## src/rtl/booth2_encoder_pkg.sv

```systemverilog
// Shared types and constants for the radix-4 Booth encoder and the partial-product decode.
package booth2_encoder_pkg;

  typedef enum logic {
    IDLE = 1'b0,
    RUN  = 1'b1
  } state_t;

  // Digit encodings {y[2i+1], y[2i], y[2i-1]}; the decode side selects 0, +/-X or +/-2X
  localparam logic [2:0] B_ZERO0 = 3'b000;
  localparam logic [2:0] B_P1A   = 3'b001;
  localparam logic [2:0] B_P1B   = 3'b010;
  localparam logic [2:0] B_P2    = 3'b011;
  localparam logic [2:0] B_M2    = 3'b100;
  localparam logic [2:0] B_M1A   = 3'b101;
  localparam logic [2:0] B_M1B   = 3'b110;
  localparam logic [2:0] B_ZERO1 = 3'b111;

  function automatic int ndig_of(input int width);
    return width / 2 + 1;
  endfunction

  function automatic int idx_w(input int width);
    return (ndig_of(width) <= 2) ? 1 : $clog2(ndig_of(width));
  endfunction

endpackage

```

## src/rtl/booth2_uniform_detect.sv

```systemverilog
// All-bits-equal reduction; high when every bit of the vector is 0 or every bit is 1.
module booth2_uniform_detect #(
  parameter int W = 65
) (
  input  logic [W-1:0] i_bits,
  output logic         o_uniform
);

  assign o_uniform = (&i_bits) | (~|i_bits);

endmodule

```

## src/rtl/booth2_encoder.sv

```systemverilog
// Sequential radix-4 Booth encoder: captures a multiplier operand and streams one
// Booth digit per accepted handshake, optionally stopping once the rest would all be zero.
//
//   state | meaning
//   IDLE  | waiting for an operand, mul_ready high
//   RUN   | presenting digit code_idx, code_valid high
module booth2_encoder
  import booth2_encoder_pkg::*;
#(
  parameter  int WIDTH      = 64,
  parameter  int EARLY_TERM = 1,
  localparam int NDIG       = ndig_of(WIDTH),
  localparam int IDXW       = idx_w(WIDTH)
) (
  input  logic             clock,
  input  logic             reset,
  input  logic             flush,
  input  logic             mul_valid,
  output logic             mul_ready,
  input  logic [WIDTH-1:0] mul_y,
  input  logic             mul_signed,
  output logic             code_valid,
  input  logic             code_ready,
  output logic [2:0]       code,
  output logic [IDXW-1:0]  code_idx,
  output logic             code_last
);

  localparam int SRW = WIDTH + 3;
  localparam logic [IDXW-1:0] LAST_IDX = IDXW'(NDIG - 1);

  state_t           r_state;
  state_t           w_state_nxt;
  logic [SRW-1:0]   r_sr;
  logic [IDXW-1:0]  r_idx;
  logic [WIDTH+1:0] w_ye;
  logic             w_uniform;
  logic             w_load;
  logic             w_accept;

  assign w_ye = mul_signed ? {{2{mul_y[WIDTH-1]}}, mul_y} : {2'b00, mul_y};

  // Once sr[MSB:2] is uniform, every later digit is 000 or 111
  booth2_uniform_detect #(
    .W (WIDTH + 1)
  ) u_uniform (
    .i_bits    (r_sr[SRW-1:2]),
    .o_uniform (w_uniform)
  );

  assign w_load   = mul_valid & mul_ready & ~flush;
  assign w_accept = code_valid & code_ready & ~flush;

  always_ff @(posedge clock) begin
    if (reset) begin
      r_state <= IDLE;
    end else begin
      r_state <= w_state_nxt;
    end
  end

  always_comb begin
    w_state_nxt = r_state;
    if (flush) begin
      w_state_nxt = IDLE;
    end else begin
      case (r_state)
        IDLE:    if (w_load) w_state_nxt = RUN;
        RUN:     if (w_accept && code_last) w_state_nxt = IDLE;
        default: w_state_nxt = IDLE;
      endcase
    end
  end

  always_comb begin
    mul_ready  = (r_state == IDLE);
    code_valid = (r_state == RUN);
    code_last  = code_valid &
                 ((r_idx == LAST_IDX) | ((EARLY_TERM != 0) & w_uniform));
  end

  assign code     = r_sr[2:0];
  assign code_idx = r_idx;

  always_ff @(posedge clock) begin
    if (reset) begin
      r_sr  <= '0;
      r_idx <= '0;
    end else if (w_load) begin
      r_sr  <= {w_ye, 1'b0};
      r_idx <= '0;
    end else if (w_accept) begin
      r_sr  <= {{2{r_sr[SRW-1]}}, r_sr[SRW-1:2]};
      r_idx <= r_idx + IDXW'(1);
    end
  end

endmodule
```

## config.mk

```make
export PLATFORM = sky130hd
export DESIGN_NAME = booth2_encoder
export DESIGN_NICKNAME = d
export VERILOG_FILES = /design/src/rtl/booth2_encoder_pkg.sv /design/src/rtl/booth2_uniform_detect.sv /design/src/rtl/booth2_encoder.sv
export SDC_FILE = /design/constraint.sdc
export NUM_CORES = 1
export LEC_CHECK = 0
export ABC_AREA = 1
export CORE_UTILIZATION = 30
export DETAILED_ROUTE_END_ITERATION = 8
export GPL_ROUTABILITY_DRIVEN = 0
export PLACE_DENSITY_LB_ADDON = 0.25
export SETUP_SLACK_MARGIN = 0.3
export SLEW_MARGIN = 30
export SYNTH_ARGS = -nofsm -noshare
export SYNTH_HDL_FRONTEND = slang
export SYNTH_SLANG_ARGS = --single-unit
```

## constraint.sdc

```tcl
create_clock -name clock -period 1.2 [get_ports clock]
set_input_delay 0.18 -clock clock [delete_from_list [all_inputs] [get_ports clock]]
set_output_delay 0.18 -clock clock [all_outputs]
set_load 0.03 [all_outputs]
```

# Word-level counts from Yosys, hierarchy flattened
# Index checks and enable logic that the tools add are counted.
# totals
inputBits	70
word_cells	29
ff_bits	74
# op_classes
n_bitwise	9
n_eq_ne	1
addsub	1
muxes	6
reduce_logical	7
# ops
operator	count
2-to-1 mux 66 bit	2
2-to-1 mux 67 bit	1
AND reduction 65 bit	1
OR reduction 65 bit	1
adder 6 x 1 -> 6 bit, second input constant	1
equality test 6 bit, second input constant	1
AND 1 bit	5
OR reduction 2 bit	2
2-to-1 mux 1 bit	2
inverter 1 bit	2
OR 1 bit	2
case mux 1 bit (2 select lines)	1
nonzero test 2 bit	1
logical AND 1 bit	1
logical NOT 1 bit	1

# Logic depth before layout (Yosys ltp)
# Gate-level depths: netlist (run 1).
# depth
depth_word	8
ltp_mapped	10

# Hierarchy
# Synthesis (run 1) repeated with hierarchy kept, for this count alone.
# hier_totals
cells_unflattened	634
area_unflattened_um2	3812.4
# by_module_without_submodules
module	area_each_um2	cells_per_inst	instances
booth2_encoder	3319.4	511	1
booth2_uniform_detect	493.0	123	1

# Least setup slack after synthesis (run 1)
# No wires, ideal clock.
# synth_timing
kind	reg-to-reg
start	register r_state (netlist: code_valid)
end	register r_sr[2]
setup_time_ps	74
arrival_ps	1520
path_slack_ps	-394
required_time_ps	1126
stages_incl_launch_ff	8
period_less_slack_ps	1594
path_cell_list	dfxtp_1 inv_1 nand3_4 nand2_1 inv_2 buf_6 nand2_1 a31oi_1
# synth_between
elab_chain_cells	4
word_cells_on_any_way	7
# synth_rtl
element	line	rtl
start: declaration	booth2_encoder.sv:32	state_t r_state;
start signal: assignment	booth2_encoder.sv:58	r_state <= w_state_nxt;
inverter 1 bit (*)	--	
net mul_ready	booth2_encoder.sv:19	output logic mul_ready,
AND 1 bit (*) (2 in series)	booth2_encoder.sv:51	assign w_load = mul_valid & mul_ready & ~flush;
2-to-1 mux 67 bit / nonzero test 2 bit (equally long branches)	--	
end signal: assignment	booth2_encoder.sv:90	r_sr <= {w_ye, 1'b0};
end signal: assignment	booth2_encoder.sv:93	r_sr <= {{2{r_sr[SRW-1]}}, r_sr[SRW-1:2]};
end: declaration	booth2_encoder.sv:34	logic [SRW-1:0] r_sr;
# The timed path passes the listed nets; every way through them passes the cells marked *. The select of a mux whose other input is x is not followed.
# A chain may end at the register's enable or synchronous reset.

# Worst setup path after layout (run 1)
# layout_timing
start	register r_sr[12]
end	output code_last
# layout_between
elab_chain_cells	5
word_cells_on_any_way	6
# layout_rtl
element	line	rtl
OR reduction 65 bit	booth2_uniform_detect.sv:9	assign o_uniform = (&i_bits) | (~|i_bits);
logical NOT 1 bit	booth2_uniform_detect.sv:9	
OR 1 bit (*)	booth2_uniform_detect.sv:9	
OR 1 bit (*)	booth2_encoder.sv:79	((r_idx == LAST_IDX) | ((EARLY_TERM != 0) & w_uniform));
AND 1 bit (*)	booth2_encoder.sv:78	code_last = code_valid &
end: declaration	booth2_encoder.sv:26	output logic code_last
# Every way passes the cells marked *; elsewhere a longest branch is shown, timed or not.

==> results of run 1 <==
Yosys cell counts (2+ instances only):
master	count
dfxtp_1	74
o21ai_0	6
nand3_1	6
nand2_1	234
a21oi_1	9
a31oi_1	63
nor4_1	2
nor2_1	56
nor3_1	4
inv_2	4
clkbuf_1	7
ha_1	2
buf_6	7
buf_2	12
nand4_1	10
inv_1	19
buf_4	3
metal layers:
metal	GRT usage, %	part of all wire, %	wire (um)	up-vias
met3	5.115	6.0	927	42
met1	28.82	40	6194	2121
met5	0	0	0	-
met4	10.90	3.5	544	0
li1	-	-	-	2154
met2	42.95	50	7792	168
tightest hold or removal path, cell delays in order:
cell and delay, ns:
buf_2 0.14, nor2_4 0.07, o21ai_2 0.06, a21oi_2 0.03
kinds of logic after synthesis:
family / synth area share [%]
fa+ha+maj: 0.7116
buf+inv: 7.794
flops: 42.14
compound gates: 14.06
simple gates: 35.30
final cells by class:
type,instances,area share [%]
inverter,23,1.735
clock buffer,11,3.237
timing repair inverter,6,1.668
clock inverter,5,0.7174
multi-input combinational,397,35.14
timing repair buffer,217,34.92
sequential,74,20.20
tap,143,2.386
state kept, by name, indices dropped and copies added (netlist names):
| register | count |
|---|---|
| code_valid | 1 |
| r_sr | 67 |
| code_idx | 6 |
cells in the final DEF (no fill, tap or decap), drive strengths merged, types with 2 or more instances in the layout:
cell type,netlist,final
nand2,234,234
buf,22,149
dfxtp,74,74
clkdlybuf4s50,0,68
a31oi,63,63
nor2,56,56
inv,23,23
clkbuf,7,11
nand4,10,10
a21oi,9,9
clkinv,0,9
nand3,8,8
o21ai,6,6
nor3,4,4
ha,2,2
nor4,2,2
power by group through the flow:
| stage | Sequential [mW] | Clock (mW) | Combinational, mW |
|---|---|---|---|
| global placement | 2.71 | 0 | 0.900 |
| global route | 2.69 | 2.84 | 1.78 |
| floorplan | 2.71 | 0 | 0.411 |
| finish | 2.68 | 2.72 | 1.69 |
| CTS | 2.67 | 2.74 | 1.38 |
| detailed placement | 2.71 | 0 | 0.908 |
repair_timing:
action,CTS,global route
pin swaps,53,59
setup endpoints to repair,86,86
setup buffers,22,14
gates resized for setup,199,146
gates cloned,24,1
worst max-delay path by stage:
stage	from	endpoint	depth (start not counted)
after global placement	flush	code_idx[3]$_SDFFE_PP0P_	8
after floorplan	code_valid$_SDFF_PP0_	r_sr[2]$_SDFFE_PP0P_	7
final	r_sr[12]$_SDFFE_PP0P_	code_last	10
after CTS	r_sr[53]$_SDFFE_PP0P_	code_last	11
after global routing	r_sr[12]$_SDFFE_PP0P_	code_last	10
after detailed placement	flush	code_idx[3]$_SDFFE_PP0P_	8
==> metrics.txt, run 1 <==
Int Power roughly 5.1 mW; outcome finished, violations left; Ys Warns 0; initial DRC count 275; initial antenna violation count 0; final hold violation count 0; Synth area leader dfxtp_1; Worst path slowest cell dfxtp_1; fin crit share 158.4%; fillers between 800 and 900; number of library cell types mapped by synthesis 22; crit path max fanout 4; worst path cell trace nor2_1 -> nand2_1 -> nor2_1 -> nand2_1 -> nor2_2 -> nand3_1 -> nand3_2 -> nand2_2 -> inv_2 -> buf_12; Peak VDD IR between 0.5 and 0.6 mV; drt total wl 15.46 mm; main flop type after synthesis dfxtp_1; RSZ-0062 raised after global routing yes; DRT antenna net count 0; clock-pin slew on the worst setup and hold paths 0.06 ns; fraction of layout cells with a size suffix above 1 between 40 and 50%; NumNets Final 800; # setup viols final 77; ant diodes 0; DP Cell Count around 800; FMAX 0.5261 GHz; row cnt 39; Sw Ratio ~28%; largest net degree at the start of global routing 42; Die Ht 110.3 um; Initial Util 30.79%; Synth Area per Inst 6.723 um2; Die ar. around 12,000 um2; Buf/Inv on CP 2; post-synthesis sequential area ratio ~42%; port bufs between 80 and 90; TritonCTS clock tree built; Leak around 3.2 nW; P_sw 1.961 mW; Clock Latency Late Sink 0.34 ns; Sequential Area ~1500 um2; Post-synth EDFFs 0; routed len/inst 17.65 um; pre-CTS setup slack -0.5201 ns; placed inst area 4987 um2; overall power between 7 and 8 mW; sequential power share between 30% and 40%; Synth top area share about 42%; Power Dens Cells ~940 nW/um2; Placeable Area between 10,000 and 15,000 um2; failing checks setup timing; # clock sinks 74; vias per cell between 5 and 6; # DRC 0; Reg2Reg Setup Slack -0.40 ns; CP arrival roughly 1.7 ns; Util after Layout between 60% and 70%; Multi-input gate area 2635 um2; minimum clock period 1.901 ns; Post-CTS Hold Buffers 0; r2r worst-path depth 11; slowest stage delay, CP 0.38 ns; final worst-path setup slack -0.7006 ns; vias in the first global route about 4,500; crit-path leading delay family simple AND/OR/NAND/NOR gates; P&R area growth vs syn 113.3%; critical path class register to primary output; Hold Startpoint reset; largest cells by area after synthesis dfxtp_1, nand2_1, a31oi_1, nor2_1, buf_6; combinational share of power 23.8%; WHS between 0.15 and 0.2 ns; htree depth 3; routed via count 4,485; Hold Path Sink code_idx[1]$_SDFFE_PP0P_; crit path capture type primary output; worst reg2reg startpoint r_sr[12]$_SDFFE_PP0P_; clock share of power 38.4%; TNS Setup -16.66 ns; die width roughly 110 um; Worst Hold Path Cells 4; Max Cap Viol 0; maximum clock insertion buffer count 2; Max Slew Vio Count 0; final setup skew slightly above 0.006 ns; hpwl dp around 7.2 mm; synthesis-stage register bit count 74; Post-Syn Area between 3000 and 4000 um2; Slew headroom around three fifths; total CTS buffers 9; Root Buffer Master clkbuf_16; Ports just over 80; finished layout cell area between 7000 and 8000 um2; Worst Path Required 1.02 ns; Worst-Margin Slew just over 0.6 ns; syn nets 595; first-pass GRT wire length approximately 22 mm; GR Util All Layers between 20 and 25%; HP Class input pin to register; non-filler cells, final between 800 and 900; worst reg2reg path endpoint code_valid$_SDFF_PP0_; ys async rst share 0%; detailed-router iteration count before antenna repair 5; Syn Inst Count 523; Critical Path Start Type register; gr ovfl total 0
Power figures use the tool's default switching activity.
==> run 2: changes to the inputs <==
CORE_MARGIN = 4   (was default)
TNS_END_PERCENT = 1   (was default)
==> run 2 against run 1 <==
Sequential share of layout area increased by 7.2 points. Hold slack improved by 0.078 ns. Total power decreased by 8.7%. Maximum frequency increased by 7.1%. Routed wire length decreased by 32%. First-iteration DRC count increased by 6.5%. The flow still finishes with violations (setup timing). Clock-buffer cell count unchanged. Critical path depth unchanged. Clock power increased by 5%. Highest routed layer unchanged. Cell count decreased by 6.7%. Sequential power about the same. Core utilization decreased by 18 points.
==> metrics.txt, run 2 (synthesized netlist as in run 1, its figures left out) <==
Worst-Margin Slew 0.2507 ns (was 0.6125 ns); Clock Latency Late Sink 0.33 ns (was 0.34 ns); FMAX 0.5634 GHz (was 0.5261 GHz); Ports 82 (unchanged); Critical Path Start Type register (unchanged); Peak VDD IR 0.7272 mV (was 0.5811 mV); Initial Util 30.66% (was 30.79%); Leak 2.118 nW (was 3.181 nW); RSZ-0062 raised after global routing yes (unchanged); worst path cell trace nor2_1 -> nand2_1 -> nor2_2 -> nand2_1 -> nor2_1 -> nand3_1 -> nand3_2 -> nand2_1 -> inv_2 -> buf_12 (was nor2_1 -> nand2_1 -> nor2_1 -> nand2_1 -> nor2_2 -> nand3_1 -> nand3_2 -> nand2_2 -> inv_2 -> buf_12); most frequent cells in the layout nand2_1, buf_4, clkdlybuf4s50_1 (unchanged); placed inst area 5022 um2 (was 4987 um2); die width 116.3 um (was 110.3 um); maximum clock insertion buffer count 2 (unchanged); largest net degree at the start of global routing 64 (was 42); # clock sinks 74 (unchanged); final worst-path setup slack -0.5750 ns (was -0.7006 ns); ant diodes 0 (unchanged); DRT antenna net count 0 (unchanged); slowest stage delay, CP 0.33 ns (was 0.38 ns); NumNets Final 741 (was 800); final setup skew 0.006317 ns (was 0.006134 ns); crit path capture type primary output (unchanged); Die ar. 13,520 um2 (was 12,160 um2); largest register by flop count r_sr (unchanged); gr ovfl total 0 (unchanged); Worst path slowest cell dfxtp_1 (unchanged); crit path max fanout 4 (unchanged); htree depth 3 (unchanged); Max Slew Vio Count 0 (unchanged); initial antenna violation count 0 (unchanged); P&R area growth vs syn 56.58% (was 113.3%); Placeable Area 11,470 um2 (was 11,420 um2); hpwl dp 7.448 mm (was 7.173 mm); CP arrival 1.59 ns (was 1.72 ns); CP startpoint r_sr[61]$_SDFFE_PP0P_ (was r_sr[12]$_SDFFE_PP0P_); routed len/inst 12.83 um (was 17.65 um); total CTS buffers 9 (unchanged); failing checks setup timing (unchanged); vias per cell 4.791 (was 5.120); fillers 1,178 (was 865); Die Ht 116.3 um (was 110.3 um); # setup viols final 73 (was 77); overall power 6.466 mW (was 7.085 mW); critical path class register to primary output (unchanged); # DRC 0 (unchanged); TritonCTS clock tree built (unchanged); max reg flops 67 (unchanged); row cnt 39 (unchanged); Worst Path Required 1.02 ns (about the same); port bufs 81 (unchanged); HP Class input pin to register (unchanged); most common cell after layout, fill and taps aside nand2_1 (unchanged); vias in the first global route 3,761 (was 4,479); outcome finished, violations left (unchanged); Slew headroom 83.15% (was 59.17%); finished layout cell area 5505 um2 (was 7500 um2); Util after Layout 48.01% (was 65.68%); clock-pin slew on the worst setup and hold paths 0.06 ns (about the same); fin crit share 147.9% (was 158.4%); drt total wl 10.49 mm (was 15.46 mm); final hold violation count 0 (unchanged); CP dominant cell by count nand2_1; fraction of layout cells with a size suffix above 1 21.96% (was 48.29%); first-pass GRT wire length 17.35 mm (was 22.21 mm); Power Dens Cells 1175 nW/um2 (was 944.6 nW/um2); GR Util All Layers 15.90% (was 24.58%); Root Buffer Master clkbuf_16 (unchanged); Hold Startpoint reset (unchanged); Max Cap Viol 0 (unchanged); minimum clock period 1.775 ns (was 1.901 ns); detailed-router iteration count before antenna repair 4 (was 5); Reg2Reg Setup Slack -0.26 ns (was -0.40 ns); WHS 0.2591 ns (was 0.1815 ns); initial DRC count 293 (was 275); routed via count 3,914 (was 4,485); worst reg2reg startpoint r_sr[61]$_SDFFE_PP0P_ (was r_sr[12]$_SDFFE_PP0P_)
[run 2: cell count changes in the layout (fill, tap and decap cells not counted), sizes merged]
cell / change
buf: -53
inv: -2
clkinv: -5
bufinv: +1
[run 2: through the flow]
step	setup TNS [ns]	setup slack, ns	cells
3_3_place_gp	-26.99	-0.4220	799
2_1_floorplan	-8.379	-0.1269	523
4_1_cts	-6.826	-0.6107	816
3_5_place_dp	-29.95	-0.4720	799
5_1_grt	-11.08	-0.7069	817
6_report	-4.832	-0.5750	817
[run 2: worst max-delay path, delay by kind of cell, from the launching register on]
family                 cells  cell delay, ns
buffers and inverters      2            0.18
and+or+nand+nor            8            0.76
DFF                        1            0.33
[run 2: routing by layer]
| layer | up-vias | track usage (%) | share of wire [%] |
|---|---|---|---|
| met1 | 1781 | 21.64 | 46 |
| met4 | 0 | 6.110 | 1.7 |
| li1 | 2011 | - | - |
| met2 | 107 | 25.32 | 47 |
| met5 | - | 0 | 0 |
| met3 | 15 | 2.487 | 5.5 |
[run 2: cell type report]
class | count | area, um2 | area share, %
clock buffer | 11 | 232.7 | 4.227
clock inverter | 5 | 78.83 | 1.432
inverter | 23 | 121.4 | 2.205
multi-input combinational | 397 | 1824 | 33.14
sequential | 74 | 1510 | 27.43
tap | 143 | 178.9 | 3.250
timing repair buffer | 164 | 1559 | 28.32
[run 2: path summary, 6_finish.rpt]
path | end | depth (start not counted)
min reg2reg | r_sr[0]$_SDFFE_PP0P_ | 2
min | code_idx[1]$_SDFFE_PP0P_ | 4
max | code_last | 10
max reg2reg | code_valid$_SDFF_PP0_ | 11
[run 2: where the power goes]
| part | internal (mW) | switching (mW) |
|---|---|---|
| Sequential | 2.57 | 0.0967 |
| Clock | 1.82 | 1.03 |
| Combinational | 0.528 | 0.425 |
| Total | 4.92 | 1.55 |
[run 2: what timing repair did]
| item | CTS | global route |
|---|---|---|
| setup endpoints to repair | 86 | 86 |
| hold buffers | 0 | 0 |
| resized for setup | 31 | 24 |
| buffers inserted | 1 | 1 |
| pin swaps | 6 | 4 |
==> run 3: changes to the inputs <==
CORE_UTILIZATION = 45   (was 30)
==> run 3 against run 2 <==
The run still ends with setup timing left. Flip-flop and latch count unchanged. Critical path depth is 1 higher. Clock-buffer cell count increased by 1. Design area fell by 2.4%. Clock power fell by 12%. Core utilization rose by 25 points. Register-to-register slack gained 0.11 ns.
==> metrics.txt, run 3 (synthesized netlist as in run 1, its figures left out) <==
Initial Util 47.46% (was 30.66%); total CTS buffers 9 (unchanged); outcome finished, violations left (unchanged); drt total wl 10.38 mm (was 10.49 mm); initial antenna violation count 0 (unchanged); Int Power 4.659 mW (was 4.919 mW); WHS 0.1539 ns (was 0.2591 ns); critical path class register to primary output (unchanged); Sw Ratio 23.97% (was 23.94%); # clock sinks 74 (unchanged); Leak 2.101 nW (was 2.118 nW); row cnt 31 (was 39); NumNets Final 745 (was 741); # DRC 0 (unchanged); DRT antenna net count 0 (unchanged); clock-pin slew on the worst setup and hold paths 0.08 ns (was 0.06 ns); Die Ht 96.39 um (was 116.3 um); Post-CTS Setup Bufs 0 (was 1); maximum clock insertion buffer count 2 (unchanged); final setup skew 0.008129 ns (was 0.006317 ns); Worst Path Required 1.02 ns (about the same); ant diodes 0 (unchanged); TritonCTS clock tree built (unchanged); first-pass GRT wire length 16.66 mm (was 17.35 mm); crit path max fanout 3 (was 4); hpwl dp 7.198 mm (was 7.448 mm); routed via count 4,023 (was 3,914); P_sw 1.468 mW (was 1.548 mW); Critical Path Start Type register (unchanged); max reg flops 67 (unchanged); clock share of power 40.8% (was 44.0%); most common cell after layout, fill and taps aside nand2_1 (unchanged); Ports 82 (unchanged); RSZ-0062 raised after global routing yes (unchanged); routed len/inst 13.36 um (was 12.83 um); final worst-path setup slack -0.5762 ns (was -0.5750 ns); vias in the first global route 3,766 (was 3,761); fillers 576 (was 1,178); crit path capture type primary output (unchanged); Power Dens Cells 1140 nW/um2 (was 1175 nW/um2); P&R area growth vs syn 52.88% (was 56.58%); Max Cap Viol 0 (unchanged); TNS Setup -1.495 ns (was -4.832 ns); Clock Latency Late Sink 0.35 ns (was 0.33 ns); HP Class input pin to register (unchanged); detailed-router iteration count before antenna repair 5 (was 4); largest net degree at the start of global routing 64 (unchanged); most frequent cells in the layout nand2_1, buf_4, clkdlybuf4s50_1 (unchanged); CP arrival 1.60 ns (was 1.59 ns); final hold violation count 0 (unchanged); fin crit share 148.0% (was 147.9%); Placeable Area 7408 um2 (was 11,470 um2); port bufs 81 (unchanged); sequential power share 43.5% (was 41.3%); failing checks setup timing (unchanged); # setup viols final 43 (was 73); Slew headroom 81.20% (was 83.15%); Post-CTS Hold Buffers 0 (unchanged); Worst Hold Path Cells 2 (was 4); combinational share of power 15.7% (was 14.7%); largest register by flop count r_sr (unchanged); Die ar. 9291 um2 (was 13,520 um2); Worst-Margin Slew 0.2794 ns (was 0.2507 ns); fraction of layout cells with a size suffix above 1 22.71% (was 21.96%); initial DRC count 221 (was 293); gr ovfl total 0 (unchanged); Max Slew Vio Count 0 (unchanged); Peak VDD IR 0.6033 mV (was 0.7272 mV); vias per cell 5.178 (was 4.791); die width 96.39 um (was 116.3 um); r2r worst-path depth 6 (was 11); GR Util All Layers 22.66% (was 15.90%); Root Buffer Master clkbuf_8 (was clkbuf_16); pre-CTS setup slack -0.4473 ns (was -0.4720 ns); htree depth 3 (unchanged); FMAX 0.5630 GHz (was 0.5634 GHz); minimum clock period 1.776 ns (was 1.775 ns)
run 3: power by group through the flow:
stage | Combinational (mW) | Sequential (mW) | Clock, mW
after floorplan | 0.411 | 2.71 | 0
after global placement | 0.898 | 2.71 | 0
after detailed placement | 0.917 | 2.71 | 0
after CTS | 0.946 | 2.66 | 2.53
after global routing | 1.05 | 2.68 | 2.64
final | 0.962 | 2.67 | 2.50
run 3: worst max-delay path, stage by stage (launching register included):
cell and delay, ns:
dfxtp_2 0.36, nand2_1 0.05, nor2_1 0.12, nand2_1 0.06
nor2_1 0.10, nand2_1 0.08, nor2_2 0.11, nand2_1 0.06
nand3_2 0.08, nand2_1 0.05, inv_1 0.06, buf_6 0.12
run 3: worst paths after layout:
check	startpoint	to	slack [ns]
max reg2reg	code_valid$_SDFF_PP0_	r_sr[37]$_SDFFE_PP0P_	-0.15
min	reset	r_sr[38]$_SDFFE_PP0P_	0.15
max	r_sr[51]$_SDFFE_PP0P_	code_last	-0.58
min reg2reg	r_sr[0]$_SDFFE_PP0P_	r_sr[0]$_SDFFE_PP0P_	0.47
run 3: final cells by class:
cell class | count | area, um2 | area share (%)
clock inverters | 4 | 95.09 | 1.769
well taps | 99 | 123.9 | 2.304
repair buffers | 168 | 1530 | 28.47
clock buffers | 12 | 166.4 | 3.096
flip-flops and latches | 74 | 1514 | 28.17
multi-input cells | 397 | 1822 | 33.89
inverters | 23 | 123.9 | 2.304
run 3: through the flow:
step | cells | power, mW | cell area, um2 | utilization, %
2_1_floorplan | 523 | 3.120 | 3547 | -
3_3_place_gp | 761 | 3.604 | 4950 | 66.81
3_5_place_dp | 761 | 3.626 | 4950 | 66.81
4_1_cts | 777 | 6.134 | 5315 | 71.74
5_1_grt | 777 | 6.375 | 5375 | 72.56
6_report | 777 | 6.127 | 5375 | 72.56
run 3: repair_timing:
item / in CTS / in global routing
endpoints found under the setup margin: 86 / 86
pin swaps: 7 / 12
gates cloned: 0 / 0
resized for setup: 37 / 19
run 3: metal layers:
| metal | part of all wire [%] | track usage (%) |
|---|---|---|
| met1 | 43 | 28.72 |
| met2 | 49 | 39.51 |
| met3 | 6.2 | 4.338 |
| met4 | 1.1 | 5.841 |
| met5 | 0 | 0 |
